## src/rtl/slave_ram_if.sv

```systemverilog
// slave_ram_if: pipelined Wishbone B4 bus bundle.
// Signal names follow the responder's point of view.
interface slave_ram_if #(
  parameter int ADDR_WIDTH = 16,
  parameter int DATA_WIDTH = 16
);
  logic                  cyc_i;
  logic                  stb_i;
  logic                  we_i;
  logic [ADDR_WIDTH-1:0] adr_i;
  logic [DATA_WIDTH-1:0] dat_i;
  logic [DATA_WIDTH-1:0] dat_o;
  logic                  ack_o;
  logic                  err_o;
  logic                  stall_o;

  modport master (
    output cyc_i, stb_i, we_i, adr_i, dat_i,
    input  dat_o, ack_o, err_o, stall_o
  );

  modport slave (
    input  cyc_i, stb_i, we_i, adr_i, dat_i,
    output dat_o, ack_o, err_o, stall_o
  );
endinterface

```

## src/rtl/slave_ram.sv

```systemverilog
// slave_ram: pipelined Wishbone B4 responder over synchronous RAM.
// Define SLAVE_RAM_ERR_EN to answer out-of-range addresses with err_o.
module slave_ram #(
  parameter int ADDR_WIDTH     = 16,
  parameter int DATA_WIDTH     = 16,
  parameter int MEM_DEPTH_LOG2 = 8,
  parameter int LATENCY        = 2,
  parameter int REFRESH_PERIOD = 64
) (
  input  logic       clk_i,
  input  logic       reset_i,
  slave_ram_if.slave bus
);

  localparam int DEPTH = 1 << MEM_DEPTH_LOG2;
  localparam int RW =
    (REFRESH_PERIOD > 2) ? $clog2(REFRESH_PERIOD) : 1;

  logic [DATA_WIDTH-1:0]     mem_q [DEPTH];
  logic [MEM_DEPTH_LOG2-1:0] idx;
  logic                      accept;
  logic                      is_err;
  logic                      wr_en;
  logic [DATA_WIDTH-1:0]     rd_d;

  logic [LATENCY-1:0]    vld_q, vld_d;
  logic [LATENCY-1:0]    err_q, err_d;
  logic [DATA_WIDTH-1:0] dat_q [LATENCY];

  logic [RW-1:0] ref_q, ref_d;
  logic          ref_last;

  assign idx = bus.adr_i[MEM_DEPTH_LOG2-1:0];

`ifdef SLAVE_RAM_ERR_EN
  assign is_err = (bus.adr_i >> MEM_DEPTH_LOG2) != '0;
`else
  logic unused_hi;
  assign is_err    = 1'b0;
  assign unused_hi = ^(bus.adr_i >> MEM_DEPTH_LOG2);
`endif

  assign ref_last = (REFRESH_PERIOD != 0) &&
                    (ref_q == RW'(REFRESH_PERIOD - 1));
  assign bus.stall_o = ref_last;

  assign accept = bus.cyc_i & bus.stb_i & ~ref_last;
  assign wr_en  = accept & bus.we_i & ~is_err;
  // Writes and errored reads carry zero so dat_o stays bus-OR clean.
  assign rd_d   = (bus.we_i | is_err) ? '0 : mem_q[idx];

  always_ff @(posedge clk_i) begin
    if (wr_en) begin
      mem_q[idx] <= bus.dat_i;
    end
  end

  always_ff @(posedge clk_i) begin
    dat_q[0] <= rd_d;
    for (int i = 1; i < LATENCY; i++) begin
      dat_q[i] <= dat_q[i-1];
    end
  end

  always_comb begin
    vld_d = '0;
    err_d = '0;
    err_d[0] = is_err;
    for (int i = 1; i < LATENCY; i++) begin
      err_d[i] = err_q[i-1];
    end
    if (bus.cyc_i) begin
      vld_d[0] = accept;
      for (int i = 1; i < LATENCY; i++) begin
        vld_d[i] = vld_q[i-1];
      end
    end
  end

  always_comb begin
    ref_d = '0;
    if (REFRESH_PERIOD != 0 && !ref_last) begin
      ref_d = ref_q + 1'b1;
    end
  end

  always_ff @(posedge clk_i) begin
    if (reset_i) begin
      vld_q <= '0;
      err_q <= '0;
      ref_q <= '0;
    end else begin
      vld_q <= vld_d;
      err_q <= err_d;
      ref_q <= ref_d;
    end
  end

  assign bus.ack_o = vld_q[LATENCY-1] & ~err_q[LATENCY-1]
                   & bus.cyc_i;
`ifdef SLAVE_RAM_ERR_EN
  assign bus.err_o = vld_q[LATENCY-1] & err_q[LATENCY-1]
                   & bus.cyc_i;
`else
  assign bus.err_o = 1'b0;
`endif
  assign bus.dat_o = bus.ack_o ? dat_q[LATENCY-1] : '0;

endmodule

```

## src/flat_wrapper.sv

```systemverilog
// flat-port wrapper written by rule: the top's interface ports become plain ports
module slave_ram_flat 
#(
  parameter int ADDR_WIDTH     = 16,
  parameter int DATA_WIDTH     = 16,
  parameter int MEM_DEPTH_LOG2 = 8,
  parameter int LATENCY        = 2,
  parameter int REFRESH_PERIOD = 64
)
  (clk_i, reset_i, bus_cyc_i, bus_stb_i, bus_we_i, bus_adr_i, bus_dat_i, bus_dat_o, bus_ack_o, bus_err_o, bus_stall_o);
  slave_ram_if #(.ADDR_WIDTH(ADDR_WIDTH), .DATA_WIDTH(DATA_WIDTH)) bus_i ();
  input  logic clk_i;
  input  logic reset_i;
  input wire logic [$bits(bus_i.cyc_i)-1:0] bus_cyc_i;
  input wire logic [$bits(bus_i.stb_i)-1:0] bus_stb_i;
  input wire logic [$bits(bus_i.we_i)-1:0] bus_we_i;
  input wire logic [$bits(bus_i.adr_i)-1:0] bus_adr_i;
  input wire logic [$bits(bus_i.dat_i)-1:0] bus_dat_i;
  output wire logic [$bits(bus_i.dat_o)-1:0] bus_dat_o;
  output wire logic [$bits(bus_i.ack_o)-1:0] bus_ack_o;
  output wire logic [$bits(bus_i.err_o)-1:0] bus_err_o;
  output wire logic [$bits(bus_i.stall_o)-1:0] bus_stall_o;
  assign bus_i.cyc_i = bus_cyc_i;
  assign bus_i.stb_i = bus_stb_i;
  assign bus_i.we_i = bus_we_i;
  assign bus_i.adr_i = bus_adr_i;
  assign bus_i.dat_i = bus_dat_i;
  assign bus_dat_o = bus_i.dat_o;
  assign bus_ack_o = bus_i.ack_o;
  assign bus_err_o = bus_i.err_o;
  assign bus_stall_o = bus_i.stall_o;
  slave_ram #(.ADDR_WIDTH(ADDR_WIDTH), .DATA_WIDTH(DATA_WIDTH), .MEM_DEPTH_LOG2(MEM_DEPTH_LOG2), .LATENCY(LATENCY), .REFRESH_PERIOD(REFRESH_PERIOD)) u_core (.clk_i(clk_i), .reset_i(reset_i), .bus(bus_i));
endmodule
```

## config.mk

```make
export PLATFORM = sky130hd
export DESIGN_NAME = slave_ram_flat
export DESIGN_NICKNAME = d
export VERILOG_FILES = /design/src/rtl/slave_ram_if.sv /design/src/rtl/slave_ram.sv /design/src/flat_wrapper.sv
export SDC_FILE = /design/constraint.sdc
export NUM_CORES = 2
export LEC_CHECK = 0
export CAP_MARGIN = 40
export CELL_PAD_IN_SITES_DETAIL_PLACEMENT = 1
export CELL_PAD_IN_SITES_GLOBAL_PLACEMENT = 2
export CORE_MARGIN = 10
export CORE_UTILIZATION = 45
export DETAILED_ROUTE_END_ITERATION = 6
export GPL_TIMING_DRIVEN = 0
export PLACE_DENSITY_LB_ADDON = 0.1
export SLEW_MARGIN = 5
export SYNTH_ARGS = -nofsm -noshare
export SYNTH_HDL_FRONTEND = slang
export SYNTH_MEMORY_MAX_BITS = 65536
export SYNTH_SLANG_ARGS = --single-unit
export TNS_END_PERCENT = 100
```

## constraint.sdc

```tcl
create_clock -name clk_i -period 10 [get_ports clk_i]
set_clock_uncertainty 0.2 [all_clocks]
set_input_delay 1 -clock clk_i [delete_from_list [all_inputs] [get_ports clk_i]]
set_output_delay 1 -clock clk_i [all_outputs]
set_load 0.05 [all_outputs]
```

==> flow_summary.toml <==
[drt]
met2WireLength_um = 234900
wire_per_inst_um = 38.99
dr.max_layer_used = "met5"
drtIter0Drc = 11190
wirelength_um = 511200
ant_nets = 0
drt-met1-wl_um = 212600
drc = 0
wl_met3_um = 42870
num_vias = 82080
vias_per_cell = 6.260
firstDrtPassIters = 6

[setup_path]
crit_buf_inv = 8
cp_common_cell = "clkbuf_1"
cp_top_family = "buffers and inverters"
crit_chain = "clkdlybuf4s50_1 -> clkbuf_1 -> buf_6 -> clkbuf_2 -> buf_2 -> clkbuf_1 -> buf_8 -> clkbuf_1 -> o21ai_0 -> o211ai_1 -> a31oi_1 -> a211oi_1"
path_class = "in2reg"
timing.critical_path.slowest_cell_delay_ns = 0.97
startpoint_type = "primary input"
worstPathArrival_ns = 7.04
end_kind = "flip-flop"
cp_max_fo = 10
crit_slowest_cell = "a211oi_1"
cp.required_ns = 10.56

[synth]
synth_ff_type = "edfxtp_1"
synth_most_common_cell = "edfxtp_1"
async_flop_share = 0
synth_top_area_cell = "edfxtp_1"
netlist_instances = 7255
synthMuxAreaShare = 0.1541
synth_nets = 7293
synthXorXnorAreaFrac = 0.0002210
netlist_top_cells_count = "edfxtp_1 (4,096), mux4_2 (909), mux2i_1 (372)"
ys_warn_count = 0
synth_edf_count = 4096
yosys.area_share.simple = 0.01973
syn_area_per_cell_um2 = 21.85
ys_top_cells_by_area = "edfxtp_1 (78%), mux4_2 (13%), mux2i_1 (2.3%)"
syn_area_mm2 = 0.1585
synth_top_area_share = 0.7760
synth_cell_types = 53
ys_ff_latch = 4136
synthAdderAreaFrac = 0.00007894
synth_top_family_by_area = "multiplexers"
synth_compound_gate_area_share = 0.03068
ys_seq_area_frac = 0.7811

[pwr]
vdd_drop_max_v = 0.0001574
power_uw = 37040
p_per_area_mw_per_mm2 = 199.5
leakagePower_uw = 0.05883

[sta]
worst_pin_slew_ns = 1.230
report.final.slew_viol_count = 0
setup_viol = 0
maxSlewHeadroom = 0.1798
hold_viol_final = 0
hold_ws_ns = 0.1256
fin_crit_ns = 6.489
fin_crit_sh = 0.6489
fmax_mhz = 154.1
rsz0062_at_grt = "no"

[final_layout]
final_nets = 8183
fillerInstances = 30100
area_growth_pct = 17.17
multi_input_area_mm2 = 0.03313
drive_gt1_frac = 0.2873
final_area_mm2 = 0.1857
ff_latch_area_mm2 = 0.1238

[global_routing]
grt_pass1_wl_um = 698400
grt_antenna_before_repair = 36
grt_overflow = 0
grt_max_degree = 132
grt_pass1_vias = 83270
grt_use_total = 0.2677

[clock_tree]
cts.clk_slew.worst_paths_ns = 0.06
cts_tree = "done"
cts-htree-levels = 5
cts_buffers = 434
clockRootBuffer = "clkbuf_16"
insertion_delay_ns = 0.99
cts_sinks = 4136
clockBufferDepth = 4

[flow_run]
drv_cap = 0

[placement]
place_area_mm2 = 0.1717
io_buffers = 43
dp_hpwl_um = 357900
routabilityCongestion = 0.9497

[die]
die_h_um = 613.5
top_level_ports = 56
coreArea_mm2 = 0.3500
dieArea_mm2 = 0.3764
num_rows = 217
start_util = 0.4529
die-width_um = 613.5

[status]
status = "finished clean"

[worst_hold_path]
hp-class = "reg2reg"
-- logic make-up (layout without fill, tap and decap cells) --
logic type	Yosys count	in the layout
AOI/OAI and AO/OA	678	678
xor gates and xnor gates	4	4
adders and majority gates	1	1
buffers and inverters	457	1703
DFF	4136	4136
muxes	1301	1301
other	1	12
and+or+nand+nor	677	677
-- metal layers --
metal  vias up  track usage
li1      32630            -
met1     44860       0.3850
met2      3847       0.4135
met3       738      0.05222
met4         8      0.09198
met5         -            0
-- cells in the final DEF, fill, tap and decap left out, types with 49 or more instances in the layout --
master,count
nand3_1,180
clkbuf_16,449
nor2_2,256
nand2_1,56
buf_16,55
clkinv_1,92
clkbuf_1,295
mux2i_1,372
o21ai_0,64
mux4_2,909
nor2_1,50
buf_8,255
a22oi_1,163
a31oi_1,63
and3_1,50
a21oi_1,83
a22o_1,62
edfxtp_1,4096
buf_2,147
buf_6,80
o2111ai_1,49
clkinv_2,83
buf_4,68
-- per-stage QoR --
step	TNS (ns)	worst slack, ns	utilization	std cells
6_report	0	3.511	0.5306	13110
5_1_grt	0	3.755	0.5306	13100
4_1_cts	0	3.795	0.5304	13100
3_5_place_dp	0	2.759	0.4907	12300
3_3_place_gp	-4876.95	-2.044	0.4705	11900
2_1_floorplan	0	5.851	-	7255
-- flip-flops by register name (all words and copies together), names as in the netlist --
signal	count
u_core.dat_q	32
u_core.mem_q	4096
u_core.ref_q	6
u_core.vld_q	2
-- where the power goes --
part,internal [µW],switching (µW)
Combinational,620,1380
Clock,9150,6810
Sequential,19100,8.43
Total,28800,8200
-- repair_timing --
action                     4_1_cts  5_1_grt
setup buffers                    0        0
resized for setup                0        0
hold endpoints to repair         4        0
setup endpoints to repair        0        0
hold buffers                     1        0
-- final cells by class --
class	count	area share
clock inverter	252	0.01247
clock buffer	540	0.06240
inverter	4	0.00008085
antenna	11	0.0001482
buffer	453	0.01205
sequential	4136	0.6666
timing repair buffer	454	0.03685
tap	4599	0.03099
multi-input combinational	2662	0.1784
-- worst paths after layout --
path / start / to / slack (ns) / cells past startpoint
setup / recovery: bus_adr_i[2] / u_core.dat_q[0][2]$_SDFF_PP0_ / 3.51 / 12
hold / removal: u_core.dat_q[0][11]$_SDFF_PP0_ / u_core.dat_q[0][27]$_DFF_P_ / 0.13 / 0
setup reg to reg: u_core.ref_q[0]$_SDFF_PP0_ / u_core.mem_q[105][6]$_DFFE_PP_ / 4.81 / 11
hold reg to reg: u_core.dat_q[0][11]$_SDFF_PP0_ / u_core.dat_q[0][27]$_DFF_P_ / 0.13 / 0
No activity file was read; power rests on OpenSTA's default activity.
